[src/rtl/alu_pkg.sv]
// Shared opcode and flag-index constants for the ALU core and its shifter.
// Pure declarations; no logic, no latency, no flow control.
package alu_pkg;

    localparam logic [3:0] OP_ADD  = 4'b0000;
    localparam logic [3:0] OP_SUB  = 4'b0001;
    localparam logic [3:0] OP_AND  = 4'b0010;
    localparam logic [3:0] OP_OR   = 4'b0011;
    localparam logic [3:0] OP_XOR  = 4'b0100;
    localparam logic [3:0] OP_NOT  = 4'b0101;
    localparam logic [3:0] OP_PASB = 4'b0110;
    localparam logic [3:0] OP_PASA = 4'b0111;
    localparam logic [3:0] OP_SLL  = 4'b1000;
    localparam logic [3:0] OP_SLR  = 4'b1001;
    localparam logic [3:0] OP_SRL  = 4'b1010;
    localparam logic [3:0] OP_SRA  = 4'b1011;

    localparam int FLAG_S = 3;
    localparam int FLAG_Z = 2;
    localparam int FLAG_C = 1;
    localparam int FLAG_V = 0;

endpackage

[src/rtl/alu_shifter.sv]
// Barrel shifter/rotator for SLL, SLR, SRL, SRA with carry-out of the last bit moved.
// Purely combinational; no flow control.
module alu_shifter (
    input  logic [15:0] a,
    input  logic [3:0]  amt,
    input  logic [3:0]  op,
    output logic [15:0] y,
    output logic        c
);
    import alu_pkg::*;

    logic [16:0]        shl;
    logic [16:0]        shr;
    logic signed [16:0] ext;
    logic [16:0]        sra;
    logic [31:0]        rot;

    // The extra bit on each side catches the last bit shifted out; it is 0 when amt is 0.
    assign shl = {1'b0, a} << amt;
    assign shr = {a, 1'b0} >> amt;
    assign ext = {a, 1'b0};
    assign sra = ext >>> amt;
    assign rot = {a, a} << amt;

    always_comb begin
        y = a;
        c = 1'b0;
        case (op)
            OP_SLL: begin
                y = shl[15:0];
                c = shl[16];
            end
            OP_SLR: begin
                y = rot[31:16];
                c = (amt != 4'd0) && rot[16];
            end
            OP_SRL: begin
                y = shr[16:1];
                c = shr[0];
            end
            OP_SRA: begin
                y = sra[16:1];
                c = sra[0];
            end
            default: begin
                y = a;
                c = 1'b0;
            end
        endcase
    end

endmodule

[src/rtl/alu_core.sv]
// 16-bit ALU: arithmetic, logic, pass and shift ops with {S,Z,C,V} flags.
// One-cycle latency, result and flags registered every edge; no handshake.
module alu_core (
    input  logic        clk,
    input  logic        rst,
    input  logic [15:0] a,
    input  logic [15:0] b,
    input  logic [3:0]  salu,
    output logic [15:0] aout,
    output logic [3:0]  fout
);
    import alu_pkg::*;

    logic [16:0] sum;
    logic [16:0] diff;
    logic [15:0] sh_y;
    logic        sh_c;
    logic [15:0] res;
    logic        c;
    logic        v;
    logic        known;
    logic [3:0]  flags_nxt;

    assign sum  = {1'b0, a} + {1'b0, b};
    assign diff = {1'b0, a} - {1'b0, b};

    alu_shifter u_shifter (
        .a   (a),
        .amt (b[3:0]),
        .op  (salu),
        .y   (sh_y),
        .c   (sh_c)
    );

    always_comb begin
        res   = 16'h0000;
        c     = 1'b0;
        v     = 1'b0;
        known = 1'b1;
        case (salu)
            OP_ADD: begin
                res = sum[15:0];
                c   = sum[16];
                v   = (a[15] == b[15]) && (sum[15] != a[15]);
            end
            OP_SUB: begin
                res = diff[15:0];
                c   = diff[16];
                v   = (a[15] != b[15]) && (diff[15] != a[15]);
            end
            OP_AND:  res = a & b;
            OP_OR:   res = a | b;
            OP_XOR:  res = a ^ b;
            OP_NOT:  res = ~a;
            OP_PASB: res = b;
            OP_PASA: res = a;
            OP_SLL, OP_SLR, OP_SRL, OP_SRA: begin
                res = sh_y;
                c   = sh_c;
            end
            default: known = 1'b0;
        endcase
    end

    // Undefined opcodes report all-zero flags, including Z.
    always_comb begin
        flags_nxt = 4'b0000;
        if (known) begin
            flags_nxt[FLAG_S] = res[15];
            flags_nxt[FLAG_Z] = (res == 16'h0000);
            flags_nxt[FLAG_C] = c;
            flags_nxt[FLAG_V] = v;
        end
    end

    always_ff @(posedge clk) begin
        if (rst) begin
            aout <= 16'h0000;
            fout <= 4'b0000;
        end else begin
            aout <= res;
            fout <= flags_nxt;
        end
    end

endmodule

[config.mk]
export PLATFORM = sky130hd
export DESIGN_NAME = alu_core
export DESIGN_NICKNAME = d
export VERILOG_FILES = /design/src/rtl/alu_pkg.sv /design/src/rtl/alu_shifter.sv /design/src/rtl/alu_core.sv
export SDC_FILE = /design/constraint.sdc
export NUM_CORES = 1
export LEC_CHECK = 0
export ABC_CLOCK_PERIOD_IN_PS = 4700
export CAP_MARGIN = 0
export CORE_MARGIN = 4
export CORE_UTILIZATION = 45
export DETAILED_ROUTE_END_ITERATION = 16
export GPL_TIMING_DRIVEN = 0
export PLACE_DENSITY = 0.78
export RECOVER_POWER = 25
export REMOVE_ABC_BUFFERS = 1
export SLEW_MARGIN = 15
export SYNTH_ARGS = -nofsm -noshare
export SYNTH_HDL_FRONTEND = slang
export SYNTH_HIERARCHICAL = 1
export SYNTH_SLANG_ARGS = --single-unit
[constraint.sdc]
create_clock -name clk -period 4.7 [get_ports clk]
set_clock_uncertainty 0.05 [all_clocks]
set_input_delay 0.94 -clock clk [delete_from_list [all_inputs] [get_ports clk]]
set_output_delay 0.94 -clock clk [all_outputs]
set_load 0.02 [all_outputs]
==> results_tabular.tex <==
\begin{tabular}{lr}
\hline
Metric & Value \\
\hline
\multicolumn{2}{l}{\textbf{Placement}} \\
\quad Weighted congestion at the end of routability-driven global placement & 1.03 \\
\quad Port Buffers & 57 \\
\quad Post-Place Worst Slack & -0.830 ns \\
\quad DP Cell Count & 903 \\
\quad Detailed placer's ending HPWL & 14200 um \\
\multicolumn{2}{l}{\textbf{Yosys}} \\
\quad Sequential fraction of the synthesis area & 0.0722 \\
\quad Dominant combinational cell family by area after synthesis & compound AO/OA/AOI/OAI gates \\
\quad Unique cell type count in the Yosys netlist & 86 \\
\quad Async set-or-reset flop fraction in the synthesized netlist & 0 \\
\quad Number of synthesized register bits & 20 \\
\quad Area of the mapped netlist & 0.00554 mm2 \\
\quad Post-synth EDFFs & 0 \\
\quad Multiplexer area fraction after synthesis & 0.137 \\
\quad Arithmetic-cell share of the synthesized area counting full adders, half adders and majority gates & 0.116 \\
\quad Post-synthesis cell count & 747 \\
\quad Parity-gate share of the synthesized area counting xor and xnor cells & 0.0332 \\
\quad Dominant synthesized flop cell & dfxtp\_1 \\
\quad Synth Area in Compound Gates & 0.328 \\
\quad Simple logic cell fraction of the synthesized area & 0.226 \\
\quad Post-Synthesis Mean Instance Area & 7.42 um2 \\
\quad Total number of yosys warnings & 6 \\
\multicolumn{2}{l}{\textbf{Die}} \\
\quad Effective utilization at floorplan & 0.461 \\
\quad Chip Height & 119 um \\
\quad Site Rows & 40 \\
\quad Core ar. & 0.0120 mm2 \\
\quad Width of the chip & 119 um \\
\quad Die Footprint & 0.0142 mm2 \\
\quad Number of top-level pins & 58 \\
\multicolumn{2}{l}{\textbf{Power and ir drop}} \\
\quad Part of the total power dissipated in sequential elements & 0.175 \\
\quad Fraction of power spent switching nets & 0.425 \\
\quad Power per Cell Area & 168 mW/mm2 \\
\quad Design internal power & 0.606 mW \\
\quad Static leakage & 2.63 nW \\
\quad Share of total power in combinational logic & 0.608 \\
\quad Clock network fraction of design power & 0.217 \\
\quad Worst vdd rail ir drop & 0.000158 V \\
\quad P\_sw & 0.448 mW \\
\multicolumn{2}{l}{\textbf{Finish}} \\
\quad Fin nets & 849 \\
\quad Most frequent standard cell in the layout excluding fill and tap cells & nor2\_1 \\
\quad Diode count & 0 \\
\quad Area used by multi-input combinational logic & 0.00470 mm2 \\
\quad Area growth, synth to finish & 13.0\% \\
\quad Storage element area & 400 um2 \\
\quad Ratio of cells with drive above 1 in the final layout & 0.0961 \\
\quad Most frequent cells in the layout & nor2\_1 (69), a21oi\_1 (55), nand2\_1 (53) \\
\quad Filler instances & 1180 \\
\quad Cell Count, Final, Fillers Out & 907 \\
\multicolumn{2}{l}{\textbf{CTS}} \\
\quad Deepest level of the CTS H-tree & 1 \\
\quad Maximum buffer depth of the clock tree & 2 \\
\quad Count of buffers added by post-CTS timing repair for setup & 0 \\
\quad Clock-pin slew on the worst setup and hold paths & 0.05 ns \\
\quad CTS tree & done \\
\quad Root buf cell & clkbuf\_16 \\
\quad Hold bufs inserted after CTS & 0 \\
\quad Inserted Clock Buffers & 3 \\
\quad TritonCTS Sinks & 20 \\
\multicolumn{2}{l}{\textbf{Detailed routing}} \\
\quad Final wirelength & 19200 um \\
\quad Total number of vias & 6198 \\
\quad TritonRoute pass-1 iters & 8 \\
\quad Antenna Violating Nets Remaining & 0 \\
\quad Via-to-Cell Ratio & 6.83 \\
\quad Initial detailed-routing violation count & 741 \\
\quad Post-detailed-route wirelength per cell & 21.1 um \\
\quad DRC viols & 0 \\
\multicolumn{2}{l}{\textbf{GRT}} \\
\quad Largest net degree at the start of global routing & 43 \\
\quad First-pass GRT wire length & 30300 um \\
\quad Number of global-route vias before repair & 5775 \\
\quad Remaining Overflow, GRT & 0 \\
\quad Antenna violations before repair & 0 \\
\quad Total track usage & 0.258 \\
\multicolumn{2}{l}{\textbf{Timing}} \\
\quad Maximum operating frequency & 221 MHz \\
\quad Setup violation total in the final timing report & 0 \\
\quad Number of max-slew violations in the final report & 0 \\
\quad Number of failing hold endpoints at the final stage & 0 \\
\quad Worst Setup Slack, final & 0.170 ns \\
\quad Setup repair after global routing missed its margin & false \\
\quad Crit path time final & 4.53 ns \\
\quad Slew at the pin closest to its max-slew limit & 1.18 ns \\
\quad Worst slew margin & 0.213 \\
\quad Final clock period utilization by the worst path & 0.964 \\
\multicolumn{2}{l}{\textbf{Setup path}} \\
\quad Worst path slowest cell & clkdlybuf4s50\_1 \\
\quad Category of the most critical setup path & input port to flip-flop \\
\quad Family with the most delay on the worst path & simple AND/OR/NAND/NOR gates \\
\quad Critical-path maximum fanout & 14 \\
\quad Worst path arrival time & 4.62 ns \\
\quad Most frequent cell on the critical path & nor4b\_2 \\
\quad CP max stage delay & 0.83 ns \\
\quad Chain of cells forming the critical path & clkdlybuf4s50\_1 -> inv\_1 -> ha\_1 -> or4\_4 -> a21boi\_1 -> o21ai\_1 -> or4\_1 -> a32oi\_1 -> nor4b\_2 -> nand4\_1 -> nor4b\_2 \\
\quad Number of buffers and inverters on the critical path & 2 \\
\quad Type of element launching the critical path & input port \\
\quad Required time reported for the critical path endpoint & 4.79 ns \\
\quad Category of the worst setup path capture point & flip-flop \\
\multicolumn{2}{l}{\textbf{Min path}} \\
\quad Path class of the lowest-slack min-delay path & input port to flip-flop \\
\multicolumn{2}{l}{\textbf{Run status}} \\
\quad Run status & finished clean \\
\multicolumn{2}{l}{\textbf{Run}} \\
\quad Max-capacitance violation count & 0 \\
\hline
\end{tabular}
==> synth_stat cells (5+ instances only) <==
cell type,count,area (um2)
ha_1,48,601
a221o_1,6,60.1
nand4_1,7,43.8
nor2b_1,19,119
and2_1,14,87.6
dfxtp_1,20,400
nand2_1,53,199
or2_2,5,31.3
nor2_1,69,259
nor3_1,17,85.1
xnor2_1,12,105
a32oi_1,7,61.3
xor2_1,9,78.8
o22ai_1,19,119
buf_4,9,67.6
a22oi_1,10,75.1
buf_2,16,80.1
nand2b_1,10,62.6
mux4_2,12,270
mux2_2,13,146
nand3_1,11,55.1
clkbuf_1,25,93.8
a211oi_1,11,82.6
mux2i_1,29,290
a21oi_1,55,275
o211ai_1,13,97.6
o21ai_0,41,205
a21o_1,7,52.6
inv_1,44,165
a31oi_1,9,56.3
nor4_1,6,37.5
o311ai_0,5,43.8
a221oi_1,8,70.1
==> stage by stage <==
step	cell area (um2)	total power, mW	TNS, ns	hold WS (ns)	utilization
after global placement	5980	0.797	-23.57	1.64	0.498
after floorplan	5220	0.571	0	1.10	-
after detailed placement	6110	0.809	-2.11	1.63	0.509
after global routing	6260	1.11	0	1.40	0.521
after CTS	6220	1.04	0	1.37	0.518
final	6260	1.05	0	1.37	0.521
==> path summary, 6_finish.rpt <==
path / from / to / slack, ns / cells after the start
worst max-delay path: b[3] / fout[2] / 0.17 / 11
worst min-delay path: salu[0] / fout[0] / 1.37 / 5
==> routing by layer <==
metal / vias up / track usage / share of wire
li1: 2855 / - / -
met5: - / 0 / 0
met2: 459 / 0.411 / 0.44
met1: 2799 / 0.342 / 0.40
met4: 0 / 0.111 / 0.047
met3: 85 / 0.0451 / 0.12
==> cells by family (layout without fill, tap and decap cells) <==
group	count (synthesis)	count (layout)
AO/OA/AOI/OAI	256	256
AND/OR/NAND/NOR	243	243
buffers and inverters	101	114
multiplexers	56	56
adder cells (fa/ha/maj)	50	50
XOR/XNOR	21	21
flip-flops	20	20
==> sequential cells by signal, summed over array words and instances, names as in the netlist <==
register / count
aout: 16
fout: 4
==> power groups by stage <==
stage | Clock [mW] | Combinational, mW | Sequential, mW
finish | 0.229 | 0.641 | 0.184
global route | 0.236 | 0.689 | 0.186
CTS | 0.230 | 0.624 | 0.184
detailed placement | 0 | 0.621 | 0.188
global placement | 0 | 0.609 | 0.188
floorplan | 0 | 0.366 | 0.205
==> repair_timing <==
action                     in CTS  in global routing
cloned                          0                  0
gates resized for setup         4                 21
setup endpoints to repair       4                  1
==> cell type report <==
class / count / share of cell area
timing repair buffer: 65 / 0.112
inverter: 45 / 0.0270
clock buffer: 3 / 0.0120
sequential: 20 / 0.0639
tap: 147 / 0.0294
multi-input combinational: 626 / 0.750
clock inverter: 1 / 0.00480
Power figures use the tool's default switching activity.
